[src/rtl/inert_pkg.sv]
// inert_pkg: sequencer states and iNEMO command words shared by the yaw-rate command sequencer.
package inert_pkg;
    typedef enum logic [2:0] {PWRUP, WR1, WR2, WR3, IDLE, RDL, RDH} seq_state_t;
    localparam logic [15:0] CFG_INT = 16'h0D02;
    localparam logic [15:0] CFG_GYR = 16'h1160;
    localparam logic [15:0] CFG_CTL = 16'h1440;
    localparam logic [15:0] RD_YL   = 16'hA600;
    localparam logic [15:0] RD_YH   = 16'hA700;
endpackage

[src/rtl/inert_cmd_seq_sync2.sv]
// sync2: two-flop synchronizer with asynchronous active-high reset.
module sync2 (
    input  logic clk,
    input  logic rst,
    input  logic i_d,
    output logic o_q
);
    logic r_ff1, r_ff2;
    always_ff @(posedge clk or posedge rst) begin
        if (rst) begin
            r_ff1 <= 1'b0;
            r_ff2 <= 1'b0;
        end else begin
            r_ff1 <= i_d;
            r_ff2 <= r_ff1;
        end
    end
    assign o_q = r_ff2;
endmodule

[src/rtl/inert_cmd_seq.sv]
// inert_cmd_seq: configures the iNEMO after power-up, then reads a 16-bit yaw rate on each data-ready INT.
module inert_cmd_seq
    import inert_pkg::*;
#(
    parameter int STRT_W = 16
) (
    input  logic        clk,
    input  logic        rst,
    input  logic        INT,
    input  logic        done,
    input  logic [15:0] rd_data,
    output logic        wrt,
    output logic [15:0] cmd,
    output logic [15:0] yaw_rt,
    output logic        vld
);
    seq_state_t        r_state, w_state_nxt;
    logic [STRT_W-1:0] r_cnt, w_cnt_nxt;
    logic              r_wrt, w_wrt_nxt;
    logic              r_vld, w_vld_nxt;
    logic [15:0]       r_cmd, w_cmd_nxt;
    logic [15:0]       r_yaw_rt, w_yaw_rt_nxt;
    logic [7:0]        r_yaw_lo, w_yaw_lo_nxt;
    logic              w_int;
    logic              w_unused;

    sync2 u_int_sync (.clk(clk), .rst(rst), .i_d(INT), .o_q(w_int));

    // The monarch returns a full word but the sensor registers are bytes.
    assign w_unused = ^rd_data[15:8];

    always_ff @(posedge clk or posedge rst) begin
        if (rst) begin
            r_state  <= PWRUP;
            r_cnt    <= '0;
            r_wrt    <= 1'b0;
            r_cmd    <= 16'h0000;
            r_yaw_rt <= 16'h0000;
            r_yaw_lo <= 8'h00;
            r_vld    <= 1'b0;
        end else begin
            r_state  <= w_state_nxt;
            r_cnt    <= w_cnt_nxt;
            r_wrt    <= w_wrt_nxt;
            r_cmd    <= w_cmd_nxt;
            r_yaw_rt <= w_yaw_rt_nxt;
            r_yaw_lo <= w_yaw_lo_nxt;
            r_vld    <= w_vld_nxt;
        end
    end

    // Counter holds at all-ones once power-up is over; done is only honoured while a transaction is outstanding.
    always_comb begin
        w_state_nxt  = r_state;
        w_cnt_nxt    = r_cnt;
        w_wrt_nxt    = 1'b0;
        w_cmd_nxt    = r_cmd;
        w_yaw_rt_nxt = r_yaw_rt;
        w_yaw_lo_nxt = r_yaw_lo;
        w_vld_nxt    = 1'b0;
        case (r_state)
            PWRUP: begin
                if (&r_cnt) begin
                    w_wrt_nxt   = 1'b1;
                    w_cmd_nxt   = CFG_INT;
                    w_state_nxt = WR1;
                end else begin
                    w_cnt_nxt = r_cnt + STRT_W'(1);
                end
            end
            WR1: begin
                if (done) begin
                    w_wrt_nxt   = 1'b1;
                    w_cmd_nxt   = CFG_GYR;
                    w_state_nxt = WR2;
                end
            end
            WR2: begin
                if (done) begin
                    w_wrt_nxt   = 1'b1;
                    w_cmd_nxt   = CFG_CTL;
                    w_state_nxt = WR3;
                end
            end
            WR3: w_state_nxt = done ? IDLE : WR3;
            IDLE: begin
                if (w_int) begin
                    w_wrt_nxt   = 1'b1;
                    w_cmd_nxt   = RD_YL;
                    w_state_nxt = RDL;
                end
            end
            RDL: begin
                if (done) begin
                    w_yaw_lo_nxt = rd_data[7:0];
                    w_wrt_nxt    = 1'b1;
                    w_cmd_nxt    = RD_YH;
                    w_state_nxt  = RDH;
                end
            end
            RDH: begin
                if (done) begin
                    w_yaw_rt_nxt = {rd_data[7:0], r_yaw_lo};
                    w_vld_nxt    = 1'b1;
                    w_state_nxt  = IDLE;
                end
            end
            default: w_state_nxt = PWRUP;
        endcase
    end

    assign wrt    = r_wrt;
    assign cmd    = r_cmd;
    assign yaw_rt = r_yaw_rt;
    assign vld    = r_vld;
endmodule

[config.mk]
export PLATFORM = sky130hd
export DESIGN_NAME = inert_cmd_seq
export DESIGN_NICKNAME = d
export VERILOG_FILES = /design/src/rtl/inert_pkg.sv /design/src/rtl/inert_cmd_seq_sync2.sv /design/src/rtl/inert_cmd_seq.sv
export SDC_FILE = /design/constraint.sdc
export NUM_CORES = 1
export LEC_CHECK = 0
export ABC_AREA = 1
export BUFFER_PORTS_ARGS = -buffer_cell sky130_fd_sc_hd__buf_2
export CAP_MARGIN = 10
export CORE_ASPECT_RATIO = 1.2
export CORE_MARGIN = 4
export CORE_UTILIZATION = 47
export DETAILED_ROUTE_END_ITERATION = 8
export PLACE_DENSITY_LB_ADDON = 0.2
export SYNTH_ARGS = -nofsm -noshare
export SYNTH_HDL_FRONTEND = slang
export SYNTH_SLANG_ARGS = --single-unit
[constraint.sdc]
create_clock -name clk -period 2.4 [get_ports clk]
set_input_delay 0.12 -clock clk [delete_from_list [all_inputs] [get_ports clk]]
set_output_delay 0.12 -clock clk [all_outputs]
set_load 0.01 [all_outputs]
== After elaboration in Yosys (flattened, before gate mapping) ==
Index checks and enable logic that the tools add are counted.
Word-level totals
  output and inout port bits: 34
  logic and storage cells: 51
  register bits: 63
  bits of input ports: 20
Cells by class
  reduce and logical (&&, ||, !) cells: 9
  equality and inequality tests: 12
  muxes and demuxes: 19
  add/sub/neg operators: 1
  bitwise logic cells: 1
Operator list (count)
  $mux W16: 5
  $pmux W16 S5: 1
  $mux W3: 7
  $pmux W3 S7: 1
  $add A16 B1 Y16 const B: 1
  $reduce_and A16 Y1: 1
  $reduce_and A6 Y1: 2
  $ne A2 B2 Y1 const B: 5
  $eq A3 B3 Y1 const B: 3
  $eq A3 B2 Y1 const B: 2
  $reduce_and A2 Y1: 3
  $reduce_bool A5 Y1: 1
  $mux W1: 4
  $eq A3 B1 Y1 const B: 1
  $logic_not A3 Y1: 1
  $pmux W1 S3: 1
  $reduce_or A3 Y1: 1
  $ne A2 B1 Y1 const B: 1
  $not A1 Y1: 1

== Logic depth before layout (Yosys ltp) ==
  word-level depth: 3
  gate-level depth with buffers: 9
  mapped depth without buffers: 9

== Hierarchy ==
A second synthesis with hierarchy kept.
Second synthesis, totals
  cell total of the unflattened synthesis: 315
  area, all modules: 2555.0 um2
By module, submodules not included
  inert_cmd_seq: cells each 312, area each 2501.1 um2, times used 1, sequential area each 1276.2 um2
  sync2: cells each 3, area each 53.8 um2, times used 1, sequential area each 50.0 um2

== Worst setup path after synthesis ==
OpenSTA, ideal clock, no wires.
  kind: register to register
  start point: register r_cnt[0]
  end point: register r_cmd[10] (netlist: cmd[10])
  path buffers: 0
  period minus slack after synthesis: 1.465 ns
  cell stages (with the launch flop): 9
  arrival: 1.348 ns
  library setup time: 0.117 ns
  required time: 2.283 ns
  path slack: 0.935 ns
  cells stage by stage: dfrtp_1 -> ha_1 -> inv_1 -> nor2_2 -> nand2_2 -> o21ai_4 -> nand3_2 -> nand2_1 -> nand2_1
Between the ends
  cells in the longest elaborated chain, start to end: 3
RTL lines
  start: declaration: line inert_cmd_seq.sv:18  | logic [STRT_W-1:0] r_cnt, w_cnt_nxt;
  start signal: assignment: line inert_cmd_seq.sv:43  | r_cnt <= w_cnt_nxt;
  $reduce_and A16 Y1: line inert_cmd_seq.sv:63  | if (&r_cnt) begin
  $ne A2 B2 Y1 (no source line)
  $reduce_and A6 Y1 (no source line)
  end signal: assignment: line inert_cmd_seq.sv:45  | r_cmd <= w_cmd_nxt;
  end: declaration: line inert_cmd_seq.sv:21  | logic [15:0] r_cmd, w_cmd_nxt;
Every way passes these cells.
A chain may end at the register's enable or synchronous reset.

== Final worst setup path ==
  start point: register r_cnt[0]
  end point: register r_cnt[5]
Between the ends
  cells in the longest elaborated chain, start to end: 3
  elaborated cells on any way between the ends: 4
  classes of those cells: add/sub (1); bitwise (1); reduce/logical (2)
RTL lines
  branches (longest 3 deep; another with $add A16 B1 Y16)
Parallel ways; which one is timed is not known.

==> impl_metrics.yaml <==
setup_path:
  cp_num_buf_inv: 1
  crit_cells: 8
  cp-end-kind: "flip-flop"
  rrSetupSlack_ns: 0.57
  cp_common_cell: "nor2_2"
  startpoint_type: "flip-flop"
  required_ns: 2.64
  crit_path_end: "r_cnt[5]"
  rr_endpoint: "r_cnt[5]"
  cp_slowest_cell: "nor2_2"
  ff2ff_path_depth: 8
  worstPathMaxFanout: 16
  path_cells: "ha_1 > inv_1 > nor2_2 > nand2_2 > nor2_2 > nor2_2 > o21ai_0 > o21ai_1"
  slowest_delay_ns: 0.46
  startpoint: "r_cnt[0]"
  r2r_start: "r_cnt[0]"
  crit_type: "reg -> reg"
  critical-path-top-delay-family: "simple AND/OR/NAND/NOR gates"
  cp_data_arrival_time_ns: 2.07
timing:
  fin_crit_ns: 1.829
  maxSlewHeadroom_pct: 60.90
  tightest_slew_ns: 0.5859
  fmax_mhz: 546.7
  fin_skew_ns: 0.005162
  finalHoldViolCount: 0
  fin_ws_ns: 0.5710
  setup_violations: 0
  timing.setup.tns_ns: 0
  report.final.slew_viol_count: 0
  fin_crit_sh_pct: 76.21
  rsz0062_at_grt: "no"
clocking:
  path_clk_slew_ns: 0.10
  clock_sinks: 53
  cts_tree: "built"
  insertion_delay_ns: 0.31
  htreeDepth: 2
  clockBufferDepth: 2
  cts_repair_resize_count: 0
  cts_made_buffers: 5
  clockRootBuffer: "clkbuf_8"
power_and_ir_drop:
  switching_share_pct: 40.36
  pwr-share-seq_pct: 45.2
  pwr-share-comb_pct: 38.0
  p_switching_mw: 1.231
  ir_drop_mv: 0.5064
  p_clk_share_pct: 16.9
  fin_total_pwr_mw: 3.051
  p_leak_nw: 1.589
  p_per_area_nw_per_um2: 1051
  p_int_mw: 1.820
final_layout:
  area_growth_syn_to_layout_pct: 11.48
  diodes: 0
  fin_nets: 382
  drive_above_1_share_pct: 19.06
  final_cell_mix: "nand2_1, dfrtp_1, buf_2"
  final_common_cell: "nand2_1"
  fin_area_sq_um: 2904
die:
  die_w_um: 75.96
  die_h_um: 89.56
  design.portCount: 54
  core_area_sq_um: 5334
  initial_utilization_pct: 48.84
  rows: 29
  fp.dieArea_sq_um: 6803
placed_design:
  dp_hpwl_mm: 3.488
  routabilityCongestion: 0.8004
  post_dp_cell_area_sq_um: 2794
  port_buffers: 39
  pre_cts_ws_ns: 0.5444
route:
  via_per_inst: 4.776
  vias: 2025
  drt_pass1_iterations: 4
  drc: 0
  wl_per_cell_um: 11.33
  routed_wl_mm: 4.802
  drt_iter0_drc: 76
  postRouteAntennaNets: 0
logic_synthesis:
  synth.avg_cell_area_sq_um: 8.141
  ys_ff_latch: 53
  syn_inst: 320
  seq_area_frac_synth_pct: 50.91
  syn_area_sq_um: 2605
  ys_types: 27
  synth_warnings: 0
global_route:
  grt_first_pass_wirelength_mm: 8.666
  antenna_found_initial: 0
  grt_pass1_vias: 2011
  grt_max_degree: 25
  grt_util_all_layers_pct: 15.61
  grt_overflow: 0
job:
  max-cap-violations: 0
run_status:
  status: "finished clean"
worst_hold_path:
  hp-class: "in -> reg"
  hold_depth: 3
## worst register-to-register path, delay by kind of cell, from the launching register on
family,cells,cell delay [ns]
adder cells (fa/ha/maj),1,0.25
buffers and inverters,1,0.09
AND/OR/NAND/NOR,4,0.71
flip-flops,1,0.42
AO/OA/AOI/OAI,2,0.30
## metrics by stage
step / util (%) / hold WS (ns) / std cells
final: 54.45 / 0.06032 / 424
after global routing: 54.45 / 0.05494 / 424
after CTS: 54.45 / 0.04946 / 424
after detailed placement: 52.38 / 0.1634 / 414
after global placement: 52.38 / 0.1561 / 414
after floorplan: - / 0.1514 / 325
## cells in the mapped netlist
cell type	instances	area share, %
nand2_1	123	18
dfrtp_1	53	51
inv_1	31	4.5
nor2_1	29	4.2
o21ai_0	16	3.1
nand3_1	14	2.7
buf_4	10	2.9
o21ai_2	8	2.7
xnor2_1	5	1.7
buf_6	4	1.7
nand3b_1	4	1.2
nand4_1	4	0.96
nor2_2	3	0.72
xor2_1	3	1.0
and2_1	1	0.24
buf_2	1	0.19
conb_1	1	0.14
ha_1	1	0.48
inv_2	1	0.14
inv_4	1	0.24
nand2_2	1	0.24
nand3_2	1	0.38
nor2_4	1	0.43
nor3_1	1	0.19
nor3_4	1	0.62
o21ai_1	1	0.19
o21ai_4	1	0.62
## how the worst min path moves through the flow
stage                       end       start
3_5_place_dp         yaw_rt[11]         rst
6_report              yaw_rt[9]  rd_data[1]
4_1_cts               yaw_rt[9]  rd_data[1]
5_1_grt              yaw_rt[12]  rd_data[4]
2_1_floorplan  u_int_sync.r_ff1         INT
3_3_place_gp         yaw_rt[12]         rst
## layer usage
metal / vias up / GRT usage, % / share of wire, %
met5: - / 0 / 0
met4: 0 / 6.634 / 1.7
met3: 6 / 3.730 / 4.3
met2: 39 / 26.79 / 47
met1: 924 / 18.93 / 47
li1: 1056 / - / -
## layout make-up
class | count | area [sq um]
multi-input combinational | 224 | 1046
clock inverter | 3 | 21.27
timing repair buffer | 44 | 237.7
fill | 524 | 2430
clock buffer | 5 | 68.82
inverter | 33 | 126.4
sequential | 53 | 1326
tap | 62 | 77.57
## what timing repair did
action / CTS / global route
endpoints found under the hold margin: 21 / 0
setup endpoints to repair: 0 / 0
setup buffers: 0 / 0
hold buffers: 2 / 0
## registers in the layout (all words and copies together), names as in the netlist
register          flops
yaw_rt               16
cmd                   6
wrt                   1
vld                   1
u_int_sync.r_ff1      1
u_int_sync.o_q        1
r_state               3
r_cnt                16
r_yaw_lo              8
## power by group through the flow
stage / registers (mW) / logic [mW] / clock network (mW)
floorplan: 1.45 / 0.813 / 0
global placement: 1.38 / 1.15 / 0
detailed placement: 1.39 / 1.18 / 0
CTS: 1.38 / 1.18 / 0.539
global route: 1.42 / 1.35 / 0.570
finish: 1.38 / 1.16 / 0.514
## cells by family after synthesis
group / share of synthesized area, %
xor+xnor: 2.690
buf+inv: 9.654
fa+ha+maj: 0.4802
simple gates: 29.54
compound gates: 6.580
other cells: 0.1440
flops: 50.91
(Power assumes the default switching activity.)
